==> config.mk <==
export PLATFORM = sky130hd
export DESIGN_NAME = pll_reconfig_seq_flat
export DESIGN_NICKNAME = d
export VERILOG_FILES = /design/src/rtl/pll_reconfig_seq_pkg.sv /design/src/rtl/pll_reconfig_seq_if.sv /design/src/rtl/pll_reconfig_seq_counter_enc.sv /design/src/rtl/pll_reconfig_seq.sv /design/src/flat_wrapper.sv
export SDC_FILE = /design/constraint.sdc
export NUM_CORES = 1
export LEC_CHECK = 0
export CORE_MARGIN = 2
export CORE_UTILIZATION = 50
export CTS_BUF_LIST = sky130_fd_sc_hd__clkbuf_16
export DETAILED_ROUTE_END_ITERATION = 16
export PLACE_DENSITY = 0.8
export SYNTH_ARGS = -nofsm -noshare
export SYNTH_HDL_FRONTEND = slang
export SYNTH_SLANG_ARGS = --single-unit
==> constraint.sdc <==
create_clock -name clk -period 2.4 [get_ports clk]
set_input_delay 0.24 -clock clk [delete_from_list [all_inputs] [get_ports clk]]
set_output_delay 0.24 -clock clk [all_outputs]
set_load 0.05 [all_outputs]
==> src/rtl/pll_reconfig_seq_pkg.sv <==
// Shared constants, state encoding and request validation for the video PLL
// reconfiguration sequencer.
package pll_reconfig_pkg;

    // Reconfig-controller register addresses
    localparam logic [5:0] PLL_A_MODE  = 6'd0;
    localparam logic [5:0] PLL_A_START = 6'd2;
    localparam logic [5:0] PLL_A_N     = 6'd3;
    localparam logic [5:0] PLL_A_M     = 6'd4;
    localparam logic [5:0] PLL_A_C     = 6'd5;
    localparam logic [5:0] PLL_A_K     = 6'd7;
    localparam logic [5:0] PLL_A_BW    = 6'd8;
    localparam logic [5:0] PLL_A_CP    = 6'd9;

    // Number of register writes in one reconfiguration sequence
    localparam int         STEP_COUNT  = 8;
    localparam logic [2:0] LAST_STEP   = 3'(STEP_COUNT - 1);

    typedef enum logic [1:0] {
        ST_IDLE = 2'd0,
        ST_ENC  = 2'd1,
        ST_EMIT = 2'd2,
        ST_DONE = 2'd3
    } state_e;

    // 0 and 511 cannot be expressed in the controller's counter format
    function automatic logic div_valid(input logic [8:0] d);
        return (d != 9'd0) && (d != 9'd511);
    endfunction

endpackage

==> src/rtl/pll_reconfig_seq_if.sv <==
// Write port towards the clock-crossing PLL FIFO.
interface pll_reconfig_seq_if;
    logic [5:0]  pll_addr;
    logic [31:0] pll_value;
    logic        pll_write;
    logic        pll_busy;

    modport master (output pll_addr, output pll_value, output pll_write, input pll_busy);
    modport slave  (input pll_addr, input pll_value, input pll_write, output pll_busy);
endinterface

==> src/rtl/pll_reconfig_seq_counter_enc.sv <==
// Integer divider to reconfig-controller counter word (bypass / odd / high / low).
module pll_counter_enc (
    input  logic [8:0]  div_i,
    output logic [31:0] enc_o
);

    // Divider 1 uses bypass; otherwise split into high/low counts with odd flag
    always_comb begin
        enc_o = 32'd0;
        if (div_i == 9'd1) begin
            enc_o[16] = 1'b1;
        end else begin
            enc_o[17]   = div_i[0];
            enc_o[15:8] = div_i[8:1] + {7'd0, div_i[0]};
            enc_o[7:0]  = div_i[8:1];
        end
    end

endmodule

==> src/rtl/pll_reconfig_seq.sv <==
// Turns one PLL request into the ordered 8-write stream for the reconfig
// controller, honouring FIFO back-pressure.
module pll_reconfig_seq
    import pll_reconfig_pkg::*;
#(
    parameter int BW_VALUE = 6,
    parameter int CP_VALUE = 2,
    parameter int C_INDEX  = 0
) (
    input  logic                      clk,
    input  logic                      reset,
    input  logic                      req,
    input  logic [8:0]                n_div,
    input  logic [8:0]                m_div,
    input  logic [8:0]                c_div,
    input  logic [31:0]               k_frac,
    pll_reconfig_seq_if.master        fifo,
    output logic                      busy,
    output logic                      done,
    output logic                      err
);

    localparam logic [31:0] BW_WORD = 32'(BW_VALUE);
    localparam logic [31:0] CP_WORD = 32'(CP_VALUE);
    localparam logic [4:0]  C_IDX   = 5'(C_INDEX);

    state_e      state_q, state_d;
    logic [2:0]  step_q, step_d;
    logic [8:0]  n_q, m_q, c_q;
    logic [31:0] k_q;
    logic [31:0] enc_n_s, enc_m_s, enc_c_s;
    logic [31:0] enc_n_q, enc_m_q, c_word_q;
    logic [5:0]  addr_q, word_addr_s;
    logic [31:0] value_q, word_value_s;
    logic        busy_q, done_q, err_q, err_d;
    logic [2:0]  sel_step_s;
    logic        load_word_s, latch_req_s, load_enc_s;
    logic        req_valid_s, write_s;

    assign req_valid_s = div_valid(n_div) & div_valid(m_div) & div_valid(c_div);
    assign write_s     = (state_q == ST_EMIT) & ~fifo.pll_busy;

    assign fifo.pll_write = write_s;
    assign fifo.pll_addr  = addr_q;
    assign fifo.pll_value = value_q;
    assign busy           = busy_q;
    assign done           = done_q;
    assign err            = err_q;

    pll_counter_enc u_enc_n (.div_i(n_q), .enc_o(enc_n_s));
    pll_counter_enc u_enc_m (.div_i(m_q), .enc_o(enc_m_s));
    pll_counter_enc u_enc_c (.div_i(c_q), .enc_o(enc_c_s));

    // Address/value presented at each sequence step
    always_comb begin
        word_addr_s  = PLL_A_MODE;
        word_value_s = 32'd0;
        case (sel_step_s)
            3'd0:    begin word_addr_s = PLL_A_MODE;  word_value_s = 32'd0;    end
            3'd1:    begin word_addr_s = PLL_A_N;     word_value_s = enc_n_q;  end
            3'd2:    begin word_addr_s = PLL_A_M;     word_value_s = enc_m_q;  end
            3'd3:    begin word_addr_s = PLL_A_K;     word_value_s = k_q;      end
            3'd4:    begin word_addr_s = PLL_A_BW;    word_value_s = BW_WORD;  end
            3'd5:    begin word_addr_s = PLL_A_CP;    word_value_s = CP_WORD;  end
            3'd6:    begin word_addr_s = PLL_A_C;     word_value_s = c_word_q; end
            3'd7:    begin word_addr_s = PLL_A_START; word_value_s = 32'd1;    end
            default: begin word_addr_s = PLL_A_MODE;  word_value_s = 32'd0;    end
        endcase
    end

    // Next-state, step advance and output-word load decisions
    always_comb begin
        state_d     = state_q;
        step_d      = step_q;
        sel_step_s  = step_q;
        load_word_s = 1'b0;
        latch_req_s = 1'b0;
        load_enc_s  = 1'b0;
        err_d       = 1'b0;
        case (state_q)
            ST_IDLE: begin
                if (req) begin
                    if (req_valid_s) begin
                        state_d     = ST_ENC;
                        latch_req_s = 1'b1;
                    end else begin
                        err_d = 1'b1;
                    end
                end else begin
                    state_d = ST_IDLE;
                end
            end
            ST_ENC: begin
                // Step 0 is constant, so it can be loaded before the encodings land
                state_d     = ST_EMIT;
                step_d      = 3'd0;
                sel_step_s  = 3'd0;
                load_word_s = 1'b1;
                load_enc_s  = 1'b1;
            end
            ST_EMIT: begin
                if (write_s) begin
                    if (step_q == LAST_STEP) begin
                        state_d = ST_DONE;
                        step_d  = 3'd0;
                    end else begin
                        step_d      = step_q + 3'd1;
                        sel_step_s  = step_q + 3'd1;
                        load_word_s = 1'b1;
                    end
                end else begin
                    step_d = step_q;
                end
            end
            ST_DONE: begin
                state_d = ST_IDLE;
            end
            default: begin
                state_d = ST_IDLE;
            end
        endcase
    end

    // State, step, latched request, encoded counters and registered outputs
    always_ff @(posedge clk) begin
        if (reset) begin
            state_q  <= ST_IDLE;
            step_q   <= 3'd0;
            n_q      <= 9'd0;
            m_q      <= 9'd0;
            c_q      <= 9'd0;
            k_q      <= 32'd0;
            enc_n_q  <= 32'd0;
            enc_m_q  <= 32'd0;
            c_word_q <= 32'd0;
            addr_q   <= 6'd0;
            value_q  <= 32'd0;
            busy_q   <= 1'b0;
            done_q   <= 1'b0;
            err_q    <= 1'b0;
        end else begin
            state_q <= state_d;
            step_q  <= step_d;
            if (latch_req_s) begin
                n_q <= n_div;
                m_q <= m_div;
                c_q <= c_div;
                k_q <= k_frac;
            end
            if (load_enc_s) begin
                enc_n_q  <= enc_n_s;
                enc_m_q  <= enc_m_s;
                c_word_q <= enc_c_s | {9'd0, C_IDX, 18'd0};
            end
            if (load_word_s) begin
                addr_q  <= word_addr_s;
                value_q <= word_value_s;
            end
            busy_q <= (state_d != ST_IDLE);
            done_q <= (state_d == ST_DONE);
            err_q  <= err_d;
        end
    end

endmodule

==> src/flat_wrapper.sv <==
// flat-port wrapper written by rule: the top's interface ports become plain ports
module pll_reconfig_seq_flat import pll_reconfig_pkg::*;
#(
    parameter int BW_VALUE = 6,
    parameter int CP_VALUE = 2,
    parameter int C_INDEX  = 0
)
  (clk, reset, req, n_div, m_div, c_div, k_frac, busy, done, err, fifo_pll_addr, fifo_pll_value, fifo_pll_write, fifo_pll_busy);
  pll_reconfig_seq_if fifo_i ();
  input  logic clk;
  input  logic reset;
  input  logic req;
  input  logic [8:0] n_div;
  input  logic [8:0] m_div;
  input  logic [8:0] c_div;
  input  logic [31:0] k_frac;
  output logic busy;
  output logic done;
  output logic err;
  output wire logic [$bits(fifo_i.pll_addr)-1:0] fifo_pll_addr;
  output wire logic [$bits(fifo_i.pll_value)-1:0] fifo_pll_value;
  output wire logic [$bits(fifo_i.pll_write)-1:0] fifo_pll_write;
  input wire logic [$bits(fifo_i.pll_busy)-1:0] fifo_pll_busy;
  assign fifo_pll_addr = fifo_i.pll_addr;
  assign fifo_pll_value = fifo_i.pll_value;
  assign fifo_pll_write = fifo_i.pll_write;
  assign fifo_i.pll_busy = fifo_pll_busy;
  pll_reconfig_seq #(.BW_VALUE(BW_VALUE), .CP_VALUE(CP_VALUE), .C_INDEX(C_INDEX)) u_core (.clk(clk), .reset(reset), .req(req), .n_div(n_div), .m_div(m_div), .c_div(c_div), .k_frac(k_frac), .fifo(fifo_i), .busy(busy), .done(done), .err(err));
endmodule
==> results of run 1 <==
==> cell families after synthesis <==
kind of cell             synth area share
buffers and inverters             0.04448
multiplexers                       0.1078
XOR/XNOR                          0.02123
AND/OR/NAND/NOR                    0.2312
flip-flops                         0.4233
other                           0.0005050
AO/OA/AOI/OAI                      0.1446
adder cells (fa/ha/maj)           0.02696
==> through the flow <==
step / total power, mW / area, sq um / hold WS, ns / instances / utilization
after floorplan: 3.274 / 7451 / 0.3953 / 822 / -
after global placement: 3.518 / 8813 / 0.4386 / 1087 / 0.6064
after detailed placement: 3.530 / 8813 / 0.4433 / 1087 / 0.6064
after CTS: 6.249 / 9475 / 0.3118 / 1124 / 0.6519
after global routing: 6.440 / 9568 / 0.3454 / 1125 / 0.6583
final: 6.223 / 9568 / 0.3229 / 1125 / 0.6583
==> layout make-up <==
cell class                 instances  area, sq um  area share
tap                              184        230.2     0.02406
clock inverter                    15        171.4     0.01792
multi-input combinational        590         4073      0.4257
inverter                          14        52.55    0.005492
clock buffer                      17        425.4     0.04446
timing repair buffer             148         1470      0.1537
sequential                       157         3146      0.3288
==> power groups by stage <==
stage	registers, mW	logic, mW	clock network [mW]
5_1_grt	2.83	0.729	2.88
6_report	2.82	0.670	2.73
3_3_place_gp	2.87	0.644	0
3_5_place_dp	2.88	0.654	0
2_1_floorplan	2.85	0.421	0
4_1_cts	2.82	0.663	2.77
==> what timing repair did <==
| item | in CTS | in global routing |
|---|---|---|
| hold buffers | 0 | 0 |
| buffers inserted | 5 | 0 |
| pin swaps | 0 | 4 |
| hold endpoints to repair | 0 | 0 |
| setup endpoints to repair | 33 | 32 |
| resized for setup | 6 | 12 |
| cloned | 0 | 1 |
==> cell usage in the layout, fill, tap and decap left out, drive strengths merged, types with 4 or more instances in the layout <==
master           n
a211oi           4
clkdlybuf4s50  100
buf             47
clkbuf          18
nand4            5
a22oi           33
xnor2            6
xor2            12
nand2b         119
a222oi          16
nor2            64
a21o            18
nor4             6
dfxtp          157
a21oi           57
and3             4
clkinv           4
ha              16
nand3           46
o21ai            4
mux2i           80
inv             20
nand2           47
nor3            15
==> cells in the mapped netlist (all sizes together), types with 2 or more instances <==
cell type	n
buf	20
a2bb2oi	2
a211oi	4
o21ai	4
or3	2
nor4	6
nor2b	3
clkbuf	41
a21o	18
nor4b	3
a21oi	57
nand2	47
nand4	5
o211ai	2
nor3b	2
inv	14
or4	3
mux2i	80
nand2b	119
ha	16
a31oi	2
dfxtp	157
and3	4
nor3	15
xnor2	6
nand3	46
nor2	64
xor2	12
a22oi	33
o31a	2
a222oi	16
==> routing by layer <==
metal,wire length (um),track usage
met4,449,0.09955
met1,8433,0.3064
met3,1007,0.04376
met2,8376,0.3590
met5,0,0
==> sequential cells by signal (all words and copies together) (netlist names), 4 cells and up <==
signal and count:
u_core.c_word_q 18, u_core.enc_m_q 18, u_core.n_q 9, u_core.m_q 9, u_core.enc_n_q 18, u_core.fifo.pll_value 32
u_core.fifo.pll_addr 4, u_core.k_q 32, u_core.c_q 9
==> path summary, 6_finish.rpt <==
kind	endpoint	slack, ns	cells after the start
max	u_core.fifo.pll_value[6]	0.09	11
min	u_core.fifo.pll_value[11]	0.32	4
min reg2reg	u_core.fifo.pll_value[30]	0.45	2
max reg2reg	u_core.fifo.pll_value[6]	0.09	11
==> worst max-delay path, stage by stage, from the launching register on <==
cell	delay [ns]
dfxtp_2	0.34
ha_4	0.17
ha_4	0.16
inv_2	0.07
ha_4	0.20
and4bb_2	0.35
a21oi_4	0.06
buf_4	0.16
a311oi_4	0.33
clkbuf_16	0.23
a21oi_1	0.04
a21oi_1	0.13
==> impl_metrics.env, run 1 <==
export IMPL_status="finished clean"
export IMPL_first_pass_iters=5
export IMPL_nNetsFinal=1007
export IMPL_period_needed_ns=2.313
export IMPL_synth_edff_count=0
export IMPL_ios=105
export IMPL_cts_buffer_depth=2
export IMPL_p_comb_frac=0.108
export IMPL_n_fill_cell=1164
export IMPL_timing_final_crit_share=0.9638
export IMPL_finClkSkew_ns=0.006140
export IMPL_start_util=0.5109
export IMPL_dp_final_hpwl_um=12370
export IMPL_syn_area_per_cell_sq_um=9.045
export IMPL_maxSlewViolCount=0
export IMPL_post_drt_wl_per_cell_um=16.24
export IMPL_power_switching_mw=1.535
export IMPL_design_core_area_sq_mm=0.01453
export IMPL_ys_ff_latch=157
export IMPL_clk_latency_ns=0.43
export IMPL_fin_setup_tns_ns=0
export IMPL_syn_to_final_growth_pct=28.85
export IMPL_dp_slack_ns=-0.1559
export IMPL_cts_htree_levels=4
export IMPL_crit_path_start_kind="register"
export IMPL_slew_headroom=0.5541
export IMPL_path_clk_slew_ns=0.06
export IMPL_ir_worst_vdd_mv=0.5790
export IMPL_clockRootBuffer="clkbuf_16"
export IMPL_fmaxAchievable_mhz=432.3
export IMPL_finalHoldViolCount=0
export IMPL_setup_violations=0
export IMPL_hp_start="reset"
export IMPL_synth_area_sq_mm=0.007426
export IMPL_port_buffers=102
export IMPL_viasPerCell=5.633
export IMPL_p_seq_frac=0.454
export IMPL_yosysWarnings=0
export IMPL_swShare=0.2466
export IMPL_gp_congestion=0.8452
export IMPL_dieWidth_um=125.9
export IMPL_antenna_found_initial=0
export IMPL_yosysTopAreaCell="dfxtp_1"
export IMPL_drive_gt1_frac=0.1041
export IMPL_cts_tree="yes"
export IMPL_arrival_ns=2.67
export IMPL_track_usage=0.2280
export IMPL_fp_dieArea_sq_mm=0.01584
export IMPL_synth_ff_type="dfxtp_1"
export IMPL_syn_inst=821
export IMPL_yosysSeqAreaShare=0.4233
export IMPL_worstPathRequired_ns=2.76
export IMPL_layout_setup_ws_ns=0.08690
export IMPL_rows=44
export IMPL_ys_top_cells_by_area="dfxtp_1 42%, mux2i_1 11%, nand2b_1 10%"
export IMPL_drtIter0Drc=392
export IMPL_gr_total_overflow=0
export IMPL_intPower_mw=4.688
export IMPL_startpoint="u_core.step_q[1]"
export IMPL_clockPowerShare=0.439
export IMPL_clock_sinks=157
export IMPL_cts_buffers=17
export IMPL_grt_max_degree=188
export IMPL_crit_type="register to register"
export IMPL_first_global_vias=5919
export IMPL_wl_um=18270
export IMPL_cp_end_kind="register"
export IMPL_ys_types=57
export IMPL_antennaDiodeCount=0
export IMPL_crit_path_max_fanout=8
export IMPL_async_flop_share=0
export IMPL_r2r_start="u_core.step_q[1]"
export IMPL_leakage_nw=3.519
export IMPL_die_y_um=125.9
export IMPL_cap_violations=0
export IMPL_num_vias=6337
export IMPL_tightest_slew_ns=0.6673
export IMPL_yosys_area_top_type_share=0.4233
export IMPL_drc=0
export IMPL_ant_nets=0
export IMPL_pwr_density_cell_mw_per_mm2=650.4
export IMPL_grt_pass1_wl_um=29440
export IMPL_hold_class="input port to register"
No activity file was read; power rests on OpenSTA's default activity.
==> inputs of run 2 (changes only) <==
CORE_MARGIN = unset   (was 2)
==> run 2 against run 1 <==
Via count shrank 1.2%. Global-route usage up 0.85 points. Largest power group unchanged. Sequential cell count stayed put. Power down 4.7%. Critical path depth is the same. Highest routed layer unchanged. Clock-buffer cell count is the same. Utilization down 0.64 points. Critical endpoint is now u_core.fifo.pll_value[14]. Clock power down 11%. Setup slack better by 0.017 ns. Final cell count down 0.27%. Clock skew rose by 0.0043 ns.
==> impl_metrics.env, run 2 (synthesized netlist as in run 1, its figures left out) <==
export IMPL_total_power_mw=5.928
export IMPL_cts_buffers=17
export IMPL_first_global_vias=5613
export IMPL_setup_violations=0
export IMPL_rows=44
export IMPL_syn_to_final_growth_pct=27.60
export IMPL_tightest_slew_ns=0.7314
export IMPL_path_common_cell="ha_4"
export IMPL_finClkSkew_ns=0.01045
export IMPL_r2r_cells=11
export IMPL_slew_headroom=0.5112
export IMPL_p_comb_frac=0.112
export IMPL_worstPathRequired_ns=2.75
export IMPL_arrival_ns=2.65
export IMPL_clockPowerShare=0.412
export IMPL_wl_met2_um=8487
export IMPL_wl_um=17980
export IMPL_drive_gt1_frac=0.09915
export IMPL_leakage_nw=3.490
export IMPL_num_vias=6263
export IMPL_r2r_end="u_core.fifo.pll_value[14]"
export IMPL_r2r_start="u_core.step_q[0]"
export IMPL_swShare=0.2495
export IMPL_pwr_density_cell_mw_per_mm2=625.7
export IMPL_cts_htree_levels=4
export IMPL_track_usage=0.2365
export IMPL_crit_chain="ha_4 > ha_4 > inv_4 > ha_4 > and4bb_2 > a21oi_4 > buf_6 > a311oi_4 > clkbuf_16 > a21oi_1 > a21oi_1"
export IMPL_fmaxAchievable_mhz=435.5
export IMPL_grt_max_degree=188
export IMPL_cp_end_kind="register"
export IMPL_cap_violations=0
export IMPL_fp_dieArea_sq_mm=0.01534
export IMPL_wl_met3_um=920
export IMPL_final_cell_mix="155 x dfxtp_1, 119 x nand2b_1, 100 x clkdlybuf4s50_1"
export IMPL_drc=0
export IMPL_ir_worst_vdd_mv=0.5693
export IMPL_cpPeakStageDelay_ns=0.35
export IMPL_antenna_found_initial=0
export IMPL_p_seq_frac=0.476
export IMPL_wl_met1_um=8280
export IMPL_holdWs_ns=0.3568
export IMPL_layout_commonest_cell="dfxtp_1"
export IMPL_design_core_area_sq_mm=0.01453
export IMPL_cpMaxStageDelayCell="and4bb_2"
export IMPL_viasPerCell=5.582
export IMPL_start_util=0.5109
export IMPL_min_to="u_core.fifo.pll_value[10]"
export IMPL_period_needed_ns=2.296
export IMPL_dp_final_hpwl_um=12080
export IMPL_status="finished clean"
export IMPL_reg2reg_setup_slack_ns=0.10
export IMPL_hold_class="input port to register"
export IMPL_hold_depth=4
export IMPL_hp_start="reset"
export IMPL_drtIter0Drc=495
export IMPL_die_y_um=123.9
export IMPL_ant_nets=0
export IMPL_crit_path_max_fanout=8
export IMPL_cts_buffer_depth=2
export IMPL_antennaDiodeCount=0
export IMPL_crit_type="register to register"
export IMPL_postPlaceCellArea_sq_mm=0.008771
export IMPL_dieWidth_um=123.9
export IMPL_cts_tree="yes"
export IMPL_nNetsFinal=1005
export IMPL_power_switching_mw=1.479
export IMPL_finalHoldViolCount=0
export IMPL_intPower_mw=4.449
export IMPL_routed_top_layer="met4"
export IMPL_post_drt_wl_per_cell_um=16.03
export IMPL_startpoint="u_core.step_q[0]"
export IMPL_crit_path_start_kind="register"
export IMPL_port_buffers=102
export IMPL_design_area_sq_mm=0.009475
export IMPL_clockRootBuffer="clkbuf_16"
export IMPL_grt_pass1_wl_um=27960
export IMPL_clock_sinks=157
export IMPL_maxSlewViolCount=0
export IMPL_path_clk_slew_ns=0.06
export IMPL_ios=105
export IMPL_first_pass_iters=8
export IMPL_gr_total_overflow=0
export IMPL_timing_final_crit_share=0.9567
export IMPL_clk_latency_ns=0.42
export IMPL_rsz0062_at_grt="no"
export IMPL_gp_congestion=0.8345
-- run 2: cell types whose count changed in the layout (fill, tap and decap cells not counted), moves of 2 or more --
cell / previous run / this run
buf_4: 39 / 37
bufinv_16: 3 / 1
clkinv_2: 1 / 3
clkinv_4: 1 / 3
inv_6: 3 / 1
-- run 2: area by class of cell --
class / count / area [sq um]
Clock buffer: 17 / 425.4
Clock inverter: 14 / 106.4
Fill cell: 1180 / 5059
Sequential cell: 157 / 3146
Timing Repair Buffer: 146 / 1446
Tap cell: 184 / 230.2
Multi-Input combinational cell: 590 / 4066
Inverter: 14 / 55.05
-- run 2: stage by stage --
| step | TNS (ns) | cells | setup WS [ns] | utilization |
|---|---|---|---|---|
| after floorplan | -0.2071 | 822 | -0.02071 | - |
| after global placement | -1.194 | 1083 | -0.08325 | 0.6035 |
| after detailed placement | -2.858 | 1083 | -0.1625 | 0.6035 |
| after CTS | -0.01188 | 1117 | -0.01188 | 0.6437 |
| after global routing | 0 | 1122 | 0.02343 | 0.6519 |
| final | 0 | 1122 | 0.1039 | 0.6519 |
-- run 2: critical path: cells and delay by family (launching register included) --
family | cells | cell delay [ns]
buffers and inverters | 3 | 0.45
AOI/OAI and AO/OA | 4 | 0.59
and+or+nand+nor | 1 | 0.35
DFF | 1 | 0.33
adders and majority gates | 3 | 0.51
-- run 2: timing repair --
action,in CTS,in global routing
hold buffers,0,0
gates cloned,0,1
gates resized for setup,5,13
pin swaps,0,6
setup endpoints to repair,30,33
setup buffers,3,4
-- run 2: worst max path at each step --
stage | to | slack (ns) | cells after the start
final | u_core.fifo.pll_value[14] | 0.10 | 11
after global routing | u_core.fifo.pll_value[17] | 0.02 | 11
after CTS | u_core.fifo.pll_value[7] | -0.01 | 11
after detailed placement | u_core.fifo.pll_value[15] | -0.16 | 8
after global placement | u_core.fifo.pll_value[14] | -0.08 | 6
after floorplan | u_core.fifo.pll_value[10] | -0.02 | 10
-- run 2: power by group through the flow --
stage                     Combinational (mW)  Sequential, mW  Clock (mW)
final                                  0.664            2.82        2.44
after global routing                   0.724            2.83        2.59
after CTS                              0.657            2.82        2.48
after detailed placement               0.649            2.88           0
after global placement                 0.639            2.87           0
after floorplan                        0.421            2.85           0
-- run 2: routing by layer --
layer	track usage	vias up
li1	-	3112
met1	0.3105	2928
met2	0.3837	196
met3	0.04533	27
met4	0.08886	0
met5	0	-
